===== src/rtl/serial_packet_rx_fifo.sv =====
`timescale 1ns/1ps
// serial_packet_rx_fifo
// Receives clock/data serial packets oversampled on f_clk, deframes
// {start=1, DATA_W data MSB first, parity, stop=0}, rejects bad packets with
// an error code and buffers good payloads in a ready/valid output FIFO.
// Ports:
//   f_clk, rst_n           system clock, async active-low reset
//   clk, data              serial link (asynchronous to f_clk)
//   out_data/valid/ready   FIFO head, handshake pop
//   fifo_level             entries held
//   err_valid, err_code    reject pulse, {timeout, ctrl_lsb, parity, ctrl_msb}
//   err_count              saturating reject counter
//   overflow               good packet dropped on a full FIFO
module serial_packet_rx_fifo #(
  parameter int DATA_W     = 8,
  parameter int PARITY_ODD = 0,
  parameter int FIFO_DEPTH = 4,
  parameter int TIMEOUT    = 64,
  parameter int CNT_W      = 8
) (
  input  logic                          f_clk,
  input  logic                          rst_n,
  input  logic                          clk,
  input  logic                          data,
  output logic [DATA_W-1:0]             out_data,
  output logic                          out_valid,
  input  logic                          out_ready,
  output logic [$clog2(FIFO_DEPTH):0]   fifo_level,
  output logic                          err_valid,
  output logic [3:0]                    err_code,
  output logic [CNT_W-1:0]              err_count,
  output logic                          overflow
);
  localparam int FRAME = DATA_W + 3;
  localparam int BCW   = $clog2(FRAME + 1);
  localparam int TW    = $clog2(TIMEOUT + 1);
  localparam int AW    = $clog2(FIFO_DEPTH);
  localparam logic PODD = (PARITY_ODD != 0);

  typedef enum logic {IDLE, RX} state_t;

  // synchronisers and edge detect
  logic [1:0] clk_sync, data_sync;
  logic       clk_prev;
  logic       edge_det, rx_bit;

  always_ff @(posedge f_clk or negedge rst_n) begin
    if (!rst_n) begin
      clk_sync  <= '0;
      data_sync <= '0;
      clk_prev  <= 1'b0;
    end else begin
      clk_sync  <= {clk_sync[0], clk};
      data_sync <= {data_sync[0], data};
      clk_prev  <= clk_sync[1];
    end
  end

  assign edge_det = clk_sync[1] & ~clk_prev;
  assign rx_bit   = data_sync[1];

  // deframer state
  state_t          state;
  logic [BCW-1:0]  bit_cnt;
  logic [TW-1:0]   tmo_cnt;
  logic [DATA_W:0] shreg;     // data bits then parity bit; stop bit is never stored
  logic            msb_err;

  logic last, par_err, lsb_err, frame_err, tmo_hit, push, pop, full, accept;

  // last is the edge carrying the stop bit; shreg already holds data+parity
  assign last      = (state == RX) && edge_det && (bit_cnt == BCW'(FRAME - 1));
  assign par_err   = ((^shreg) != PODD);
  assign lsb_err   = rx_bit;
  assign frame_err = msb_err | par_err | lsb_err;
  assign tmo_hit   = (state == RX) && !edge_det && (tmo_cnt == TW'(TIMEOUT - 1));

  assign push   = last && !frame_err;
  assign pop    = out_valid && out_ready;
  assign full   = (fifo_level == (AW+1)'(FIFO_DEPTH));
  assign accept = push && (!full || pop);

  always_ff @(posedge f_clk or negedge rst_n) begin
    if (!rst_n) begin
      state     <= IDLE;
      bit_cnt   <= '0;
      tmo_cnt   <= '0;
      shreg     <= '0;
      msb_err   <= 1'b0;
      err_valid <= 1'b0;
      err_code  <= '0;
      err_count <= '0;
      overflow  <= 1'b0;
    end else begin
      err_valid <= 1'b0;
      err_code  <= '0;
      overflow  <= push && full && !pop;
      case (state)
        IDLE: begin
          tmo_cnt <= '0;
          if (edge_det) begin
            // start bit is only recorded; the frame is still taken in full
            msb_err <= !rx_bit;
            bit_cnt <= BCW'(1);
            state   <= RX;
          end
        end
        RX: begin
          if (edge_det) begin
            tmo_cnt <= '0;
            if (last) begin
              state   <= IDLE;
              bit_cnt <= '0;
              if (frame_err) begin
                err_valid <= 1'b1;
                err_code  <= {1'b0, lsb_err, par_err, msb_err};
                if (err_count != '1) err_count <= err_count + 1'b1;
              end
            end else begin
              shreg   <= {shreg[DATA_W-1:0], rx_bit};
              bit_cnt <= bit_cnt + 1'b1;
            end
          end else if (tmo_hit) begin
            err_valid <= 1'b1;
            err_code  <= 4'b1000;
            if (err_count != '1) err_count <= err_count + 1'b1;
            state     <= IDLE;
            bit_cnt   <= '0;
            tmo_cnt   <= '0;
          end else begin
            tmo_cnt <= tmo_cnt + 1'b1;
          end
        end
        default: state <= IDLE;
      endcase
    end
  end

  // output FIFO
  logic [DATA_W-1:0] mem [FIFO_DEPTH];
  logic [AW-1:0]     wr_ptr, rd_ptr;

  always_ff @(posedge f_clk or negedge rst_n) begin
    if (!rst_n) begin
      for (int i = 0; i < FIFO_DEPTH; i++) mem[i] <= '0;
      wr_ptr     <= '0;
      rd_ptr     <= '0;
      fifo_level <= '0;
    end else begin
      if (accept) begin
        mem[wr_ptr] <= shreg[DATA_W:1];
        wr_ptr      <= wr_ptr + 1'b1;
      end
      if (pop) rd_ptr <= rd_ptr + 1'b1;
      case ({accept, pop})
        2'b10:   fifo_level <= fifo_level + 1'b1;
        2'b01:   fifo_level <= fifo_level - 1'b1;
        default: fifo_level <= fifo_level;
      endcase
    end
  end

  assign out_valid = (fifo_level != '0);
  assign out_data  = mem[rd_ptr];

endmodule

===== config.mk =====
export PLATFORM = sky130hd
export DESIGN_NAME = serial_packet_rx_fifo
export DESIGN_NICKNAME = d
export VERILOG_FILES = /design/src/rtl/serial_packet_rx_fifo.sv
export SDC_FILE = /design/constraint.sdc
export NUM_CORES = 1
export LEC_CHECK = 0
export BUFFER_PORTS_ARGS = -buffer_cell sky130_fd_sc_hd__buf_2
export CORE_ASPECT_RATIO = 0.9
export CORE_MARGIN = 5
export CORE_UTILIZATION = 55
export CTS_CLUSTER_DIAMETER = 120
export DETAILED_ROUTE_END_ITERATION = 7
export PLACE_DENSITY = 0.82
export REMOVE_ABC_BUFFERS = 1
export SYNTH_ARGS = -nofsm -noshare
export SYNTH_HDL_FRONTEND = slang
export SYNTH_SLANG_ARGS = --single-unit

===== constraint.sdc =====
create_clock -name f_clk -period 4.28 [get_ports f_clk]
set_clock_uncertainty 0.15 [all_clocks]
set_input_delay 0.428 -clock f_clk [delete_from_list [all_inputs] [get_ports f_clk]]
set_output_delay 0.428 -clock f_clk [all_outputs]
set_load 0.01 [all_outputs]

==> results of run 1 <==
how the worst max path moves through the flow:
| stage | start | to | cells past startpoint |
|---|---|---|---|
| 3_5_place_dp | bit_cnt[0] | fifo_level[2] | 12 |
| 6_report | bit_cnt[0] | fifo_level[2] | 12 |
| 3_3_place_gp | bit_cnt[0] | fifo_level[2] | 12 |
| 4_1_cts | bit_cnt[0] | fifo_level[2] | 12 |
| 2_1_floorplan | bit_cnt[0] | fifo_level[2] | 12 |
| 5_1_grt | bit_cnt[0] | fifo_level[2] | 12 |
sequential cells by signal, indices dropped and copies added (netlist names), 2 cells and up:
signal / flops
wr_ptr: 2
bit_cnt: 4
data_sync: 2
clk_sync: 2
err_count: 8
shreg: 9
err_code: 4
rd_ptr: 2
tmo_cnt: 7
mem: 32
fifo_level: 3
where the power goes:
part           internal (W)  total (W)  switching [W]  leakage [nW]
clock network      0.000314   0.000567       0.000252         0.102
logic              0.000206   0.000423       0.000217         0.895
registers          0.000832   0.000978       0.000145          1.07
total               0.00135    0.00197       0.000615          2.07
layer usage:
metal	wire [µm]	part of all wire, %	GRT usage, %	vias up
met3	420	6.2	6.01	10
met4	77	1.1	5.99	0
met1	3050	45	25.8	1210
li1	-	-	-	1117
met5	0	0	0	-
met2	3200	47	27.2	63
layout make-up:
cell class | count | area, µm²
inverter | 7 | 26.3
multi-input combinational | 205 | 1630
tap | 90 | 113
fill | 511 | 2410
sequential | 80 | 2000
clock inverter | 2 | 37.5
timing repair buffer | 31 | 160
clock buffer | 13 | 169
cell families after synthesis:
family / count (synthesis)
fa+ha+maj: 10
buf+inv: 15
xor+xnor: 20
compound gates: 25
simple gates: 106
flops: 80
mux: 44
cell usage after synthesis, drive strengths merged, types with 2 or more instances:
master | number | area share (%)
xnor2 | 11 | 2.6
a21oi | 6 | 0.81
mux4 | 8 | 4.9
nor3 | 6 | 0.81
nand3 | 11 | 2.0
or3 | 2 | 0.34
and2 | 4 | 0.68
nand2 | 42 | 4.3
o211ai | 3 | 0.61
inv | 7 | 0.71
mux2i | 2 | 0.54
nor2 | 20 | 2.0
mux2 | 34 | 10
a311oi | 2 | 0.47
nor2b | 2 | 0.34
dfrtp | 80 | 54
nand4 | 4 | 0.68
clkbuf | 6 | 0.61
o21ai | 9 | 1.2
and3 | 5 | 0.85
buf | 2 | 0.24
xor2 | 7 | 2.2
ha | 9 | 3.0
per-stage QoR:
stage / util [%] / hold WS, ns / std cells / worst slack, ns / instance area [µm²]
final: 63.2 / 0.0349 / 428 / 1.37 / 4140
after floorplan: - / -0.0176 / 292 / 1.65 / 3660
after CTS: 63.2 / 0.0182 / 428 / 1.36 / 4140
after global routing: 63.2 / 0.00848 / 428 / 1.13 / 4140
after global placement: 60.0 / 0.183 / 413 / 1.50 / 3930
after detailed placement: 60.0 / 0.187 / 413 / 1.39 / 3930
==> insert_results.sql, run 1 <==
INSERT INTO impl_metrics (metric_group, metric, value, unit) VALUES
('synth', 'ys_seq_area_share', '54.2', '%'),
('global_route', 'pin_count_of_the_biggest_net_entering_global_routing', '81', ''),
('floorplan', 'floorplan.die_area', '8450', 'µm²'),
('floorplan', 'die_height', '87.7', 'µm'),
('timing', 'finalMaxSlewViolations', '0', ''),
('setup_path', 'reg2reg_to', 'fifo_level[2]', ''),
('synth', 'async_flop_share', '100', '%'),
('setup_path', 'rr_startpoint', 'bit_cnt[0]', ''),
('clock_network', 'clock_slew_at_reported_path_ffs', '0.07', 'ns'),
('timing', 'maxSlewHeadroom', '35.2', '%'),
('power', 'power_density', '475', 'nW/µm²'),
('timing', 'report.final.hold_viol_count', '0', ''),
('floorplan', 'core.rowCount', '28', ''),
('placed_design', 'gp_congestion', '0.831', ''),
('routing', 'number_of_detailed_route_iterations_in_the_first_pass', '5', ''),
('setup_path', 'ff2ff_setup_slack', '1.37', 'ns'),
('min_path', 'timing.hold.worst_path_depth', '1', ''),
('placed_design', 'dp_hpwl', '4580', 'µm'),
('global_route', 'global_route_wire_length_before_repair', '11700', 'µm'),
('timing', 'worst_pin_slew', '0.972', 'ns'),
('setup_path', 'critPathSlowestCell', 'dfrtp_1', ''),
('clock_network', 'clock_tree.htree_level_count', '3', ''),
('min_path', 'worst_hold_path_type', 'in2reg', ''),
('power', 'total_leakage_power', '2.07', 'nW'),
('setup_path', 'cp_slowest_stage_delay', '0.46', 'ns'),
('global_route', 'grt_pass1_vias', '2369', ''),
('clock_network', 'cts.sink_count', '80', ''),
('global_route', 'track_usage', '18.4', '%'),
('clock_network', 'post_cts.repair.setup_buffers', '0', ''),
('synth', 'synth_top_family_by_area', 'multiplexers', ''),
('timing', 'setup_repair_after_global_routing_missed_its_margin', 'no', ''),
('clock_network', 'tritoncts.num_buffers', '9', ''),
('setup_path', 'cp.buffers_inverters', '2', ''),
('synth', 'netlist_area', '3690', 'µm²'),
('synth', 'synth-seq-cells', '80', ''),
('global_route', 'overflow', '0', ''),
('synth', 'post_synth_and_or_nand_nor_area_fraction', '14.6', '%'),
('timing', 'final.min_clock_period', '2.91', 'ns'),
('clock_network', 'clk_latency', '0.35', 'ns'),
('setup_path', 'timing.reg2reg.worst_path_depth', '12', ''),
('setup_path', 'worst-endpoint-arrival', '2.99', 'ns'),
('synth', 'syn-mean-instance-area', '12.3', 'µm²'),
('clock_network', 'post_cts_resized', '0', ''),
('setup_path', 'worst_path_dominant_cell_family', 'simple AND/OR/NAND/NOR gates', ''),
('setup_path', 'crit_path_max_fanout', '7', ''),
('timing', 'finalSetupViolations', '0', ''),
('synth', 'synth_compound_area_share', '4.13', '%'),
('routing', 'drtIter0Drc', '231', ''),
('synth', 'post_synthesis_share_of_cell_area_spent_on_xor_and_xnor_gates', '6.10', '%'),
('routing', 'wl_final', '6750', 'µm'),
('setup_path', 'timing.setup.critical_path_class', 'reg2reg', ''),
('cells_and_area', 'drive_gt1_share', '28.1', '%'),
('floorplan', 'initial_core_util', '56.4', '%'),
('timing', 'min_period_over_period', '68.0', '%'),
('clock_network', 'clk_path_buf_depth', '2', ''),
('cells_and_area', 'final_net_count', '349', ''),
('synth', 'synth_edf_count', '0', ''),
('routing', 'avgViaCountPerCell', '5.61', ''),
('placed_design', 'port_buffers', '30', ''),
('run_status', 'run_status', 'complete, no violations', ''),
('min_path', 'hold_end', 'clk_sync[0]', ''),
('synth', 'synthMuxAreaShare', '15.8', '%'),
('synth', 'synth-adder-area-share', '3.59', '%'),
('power', 'ir_drop', '0.252', 'mV'),
('floorplan', 'dieWidth', '96.4', 'µm'),
('cells_and_area', 'area_growth_syn_to_layout', '12.1', '%'),
('clock_network', 'root_buffer', 'clkbuf_8', ''),
('global_route', 'initial_antenna_violation_count', '0', ''),
('floorplan', 'boundaryPins', '31', ''),
('setup_path', 'worst_setup_path_end_kind', 'flip-flop', ''),
('cells_and_area', 'mostFrequentLayoutCells', 'dfrtp_1 (80), nand2_1 (42), mux2_2 (34), buf_2 (29), nor2_1 (20)', '');
No activity file was read; power rests on OpenSTA's default activity.
==> run 2, diff against run 1 <==
Settings changed: ABC_AREA set to 1, CORE_UTILIZATION 55 to 54, PLACE_DENSITY 0.82 to 0.84.
Clock period 4.28 ns to 2.5 ns, I/O delays scaled along.
==> run 2 against run 1 <==
Net effect: maximum frequency is 26% higher; combinational power grew to 2.6 times the previous value; clock power is 54% higher; sequential power is 62% higher.
==> insert_results.sql, run 2 <==
INSERT INTO impl_metrics (metric_group, metric, value, unit) VALUES
('synth', 'synth.top_cells.by_area', 'dfrtp_1 (52%), nand2_1 (15%), nor2_1 (4.0%)', ''),
('routing', 'route.detailed.drc', '0', ''),
('synth', 'ys_seq_area_share', '51.9', '%'),
('routing', 'wire_length_per_cell', '13.9', 'µm'),
('timing', 'report.final.hold_viol_count', '0', ''),
('synth', 'post_synthesis_share_of_cell_area_spent_on_xor_and_xnor_gates', '3.15', '%'),
('synth', 'synthMuxAreaShare', '0.292', '%'),
('clock_network', 'cts_tree', 'done', ''),
('global_route', 'overflow', '0', ''),
('synth', 'synth-seq-cells', '80', ''),
('setup_path', 'critPathSlowestCell', 'dfrtp_2', ''),
('cells_and_area', 'biggestRegsByFlops', 'mem: 32 flops, shreg: 9 flops, err_count: 8 flops', ''),
('synth', 'synth_compound_area_share', '6.10', '%'),
('synth', 'synth.yosys.warnings', '0', ''),
('setup_path', 'worst_path_dominant_cell_family', 'simple AND/OR/NAND/NOR gates', ''),
('setup_path', 'cp.buffers_inverters', '2', ''),
('setup_path', 'timing.setup.critical_path_class', 'reg2reg', ''),
('setup_path', 'cp_most_frequent_cell', 'nand2_2', ''),
('global_route', 'pin_count_of_the_biggest_net_entering_global_routing', '47', ''),
('synth', 'synthesis.instances', '446', ''),
('setup_path', 'worst_setup_start_kind', 'flip-flop', ''),
('min_path', 'worst_hold_path_type', 'in2reg', ''),
('setup_path', 'crit_path_max_fanout', '7', ''),
('timing', 'hold_slack', '0.134', 'ns'),
('floorplan', 'initial_core_util', '55.0', '%'),
('synth', 'yosys.area.top_type_share', '51.9', '%'),
('global_route', 'track_usage', '19.4', '%'),
('synth', 'syn-mean-instance-area', '8.64', 'µm²'),
('timing', 'worst_pin_slew', '0.601', 'ns'),
('synth', 'netlist_area', '3850', 'µm²'),
('timing', 'finalSetupTns', '0', 'ns'),
('power', 'ir_drop', '0.389', 'mV'),
('floorplan', 'fp.coreArea', '7000', 'µm²'),
('routing', 'route.antenna.remaining_nets', '0', ''),
('cells_and_area', 'final_common_cell', 'nand2_1', ''),
('min_path', 'timing.hold.worst_path_depth', '4', ''),
('global_route', 'grt_pass1_vias', '3039', ''),
('timing', 'finalSetupViolations', '0', ''),
('run', 'maxCapViolCount', '0', ''),
('setup_path', 'cp.depth', '15', ''),
('cells_and_area', 'largest_register_ff_count', '32', ''),
('routing', 'drtIter0Drc', '171', ''),
('clock_network', 'clk_latency', '0.36', 'ns'),
('clock_network', 'clock_tree.htree_level_count', '3', ''),
('synth', 'async_flop_share', '100', '%'),
('cells_and_area', 'multiInputGateArea', '1650', 'µm²'),
('setup_path', 'timing.critical_path.required', '2.59', 'ns'),
('cells_and_area', 'final_net_count', '502', ''),
('synth', 'netlist-cell-type-count', '30', ''),
('clock_network', 'tritoncts.num_buffers', '9', ''),
('synth', 'post_synth_most_frequent_cells', 'nand2_1 (159), dfrtp_1 (80), nor2_1 (41), inv_1 (30), o21ai_0 (30)', ''),
('synth', 'synthDominantAreaCellType', 'dfrtp_1', ''),
('run_status', 'run_status', 'complete, no violations', ''),
('synth', 'post_synth_and_or_nand_nor_area_fraction', '29.0', '%'),
('clock_network', 'cts.sink_count', '80', ''),
('cells_and_area', 'drive_gt1_share', '20.5', '%'),
('routing', 'avgViaCountPerCell', '5.18', ''),
('routing', 'vias', '3030', ''),
('cells_and_area', 'top_register', 'mem', ''),
('setup_path', 'worst-endpoint-arrival', '2.41', 'ns'),
('power', 'power_density', '809', 'nW/µm²'),
('synth', 'synth_top_family_by_area', 'simple AND/OR/NAND/NOR gates', ''),
('clock_network', 'root_buffer', 'clkbuf_8', ''),
('synth', 'synth_edf_count', '0', ''),
('placed_design', 'gp_congestion', '0.838', ''),
('floorplan', 'dieWidth', '99.0', 'µm'),
('synth', 'synth.most_common_cell', 'nand2_1', ''),
('setup_path', 'critical_path.cell_chain', 'inv_2 > nand2_1 > nand3_1 > nand2_1 > nand2_2 > nand2_2 > nand2_2 > nand2_4 > nand4_4 > ha_2 > inv_2 > fa_2 > a21oi_2 > o21ai_2 > xor2_1', ''),
('cells_and_area', 'mostFrequentLayoutCells', 'nand2_1 (156), dfrtp_1 (73), nor2_1 (41)', ''),
('timing', 'maxSlewHeadroom', '59.9', '%'),
('timing', 'fmax', '432', 'MHz'),
('floorplan', 'core.rowCount', '29', ''),
('global_route', 'global_route_wire_length_before_repair', '13800', 'µm'),
('cells_and_area', 'num-fill-cells', '591', ''),
('timing', 'final.min_clock_period', '2.32', 'ns'),
('power', 'total_leakage_power', '2.31', 'nW'),
('placed_design', 'port_buffers', '30', ''),
('clock_network', 'clock_slew_at_reported_path_ffs', '0.08', 'ns'),
('clock_network', 'clk_path_buf_depth', '2', ''),
('placed_design', 'dp_hpwl', '5500', 'µm'),
('setup_path', 'cp_slowest_stage_delay', '0.46', 'ns'),
('floorplan', 'die_height', '90.1', 'µm'),
('global_route', 'initial_antenna_violation_count', '0', ''),
('synth', 'synth-adder-area-share', '3.44', '%'),
('synth', 'synth_flop_cell', 'dfrtp_1', ''),
('floorplan', 'floorplan.die_area', '8930', 'µm²'),
('setup_path', 'timing.reg2reg.worst_path_depth', '15', ''),
('cells_and_area', 'antenna_cells_inserted', '0', ''),
('routing', 'wl_final', '8110', 'µm'),
('cells_and_area', 'area_growth_syn_to_layout', '13.4', '%'),
('cells_and_area', 'sequential_cell_area', '2010', 'µm²'),
('timing', 'finalMaxSlewViolations', '0', ''),
('setup_path', 'worst_setup_path_end_kind', 'flip-flop', ''),
('routing', 'number_of_detailed_route_iterations_in_the_first_pass', '4', ''),
('timing', 'min_period_over_period', '92.6', '%'),
('floorplan', 'boundaryPins', '31', '');
==> run 2: cell types whose count changed after synthesis, moves of 7 or more <==
cell / before / now
o21ai_0: 9 / 30
nand2_1: 42 / 159
o22ai_1: 0 / 8
inv_2: 0 / 9
inv_1: 7 / 30
nor2_4: 0 / 7
nand3_1: 7 / 18
nor2_1: 20 / 41
mux2_2: 34 / 0
mux4_2: 8 / 0
==> run 2: path summary, 6_finish.rpt <==
path,slack [ns],end,from
worst max register to register,0.18,fifo_level[2],shreg[3]
worst min-delay path,0.13,overflow,out_ready
max in group asynchronous,1.30,shreg[7],rst_n
min in group asynchronous,0.29,mem[5],rst_n
worst max-delay path,0.18,fifo_level[2],shreg[3]
worst min register to register,0.20,clk_sync[1],clk_sync[0]
==> run 2: final cells by class <==
type,count,area share [%]
sequential,80,46.0
multi-input combinational,314,37.8
timing repair buffer,42,6.01
clock buffer,14,3.72
inverter,40,3.44
tap,93,2.66
clock inverter,2,0.315
==> run 2: worst reg2reg max path, stage by stage, from the launching register on <==
cell and delay (ns):
dfrtp_2 0.46, inv_2 0.08, nand2_1 0.05, nand3_1 0.08, nand2_1 0.07, nand2_2 0.08
nand2_2 0.05, nand2_2 0.08, nand2_4 0.07, nand4_4 0.07, ha_2 0.17, inv_2 0.06
fa_2 0.38, a21oi_2 0.15, o21ai_2 0.07, xor2_1 0.14
==> run 2: logic make-up (layout without fill, tap and decap cells) <==
| group | count (synthesis) | after routing |
|---|---|---|
| AO/OA/AOI/OAI | 45 | 45 |
| adder cells (fa/ha/maj) | 10 | 10 |
| multiplexers | 1 | 1 |
| buffers and inverters | 52 | 98 |
| XOR/XNOR | 13 | 13 |
| AND/OR/NAND/NOR | 245 | 245 |
| flip-flops | 80 | 80 |
==> run 2: per-layer routing <==
metal,wire length (µm),global-route usage (%),vias to the layer above
met3,547,5.11,19
li1,-,-,1479
met4,218,8.99,0
met1,3450,24.3,1420
met2,3900,31.3,112
met5,0,0,-
==> run 2: timing repair <==
action,in CTS,in global routing
gates resized for setup,0,19
setup buffers,0,3
hold buffers,3,0
endpoints found under the hold margin,47,0
endpoints found under the setup margin,0,2
==> run 2: report_power, final <==
group	internal [W]	switching, W	total [W]
Clock	0.000417	0.000454	0.000871
Sequential	0.00141	0.000165	0.00158
Combinational	0.000413	0.000677	0.00109
Total	0.00224	0.00130	0.00354
==> run 2: through the flow <==
step | util (%) | power [W] | cells | worst slack [ns] | cell area [µm²]
6_report | 62.4 | 0.00354 | 585 | 0.184 | 4370
5_1_grt | 62.4 | 0.00378 | 585 | -0.00755 | 4370
4_1_cts | 61.5 | 0.00347 | 582 | 0.0770 | 4300
3_5_place_dp | 58.5 | 0.00261 | 563 | 0.0953 | 4100
3_3_place_gp | 58.5 | 0.00254 | 563 | 0.196 | 4100
2_1_floorplan | - | 0.00223 | 434 | 0.129 | 3770
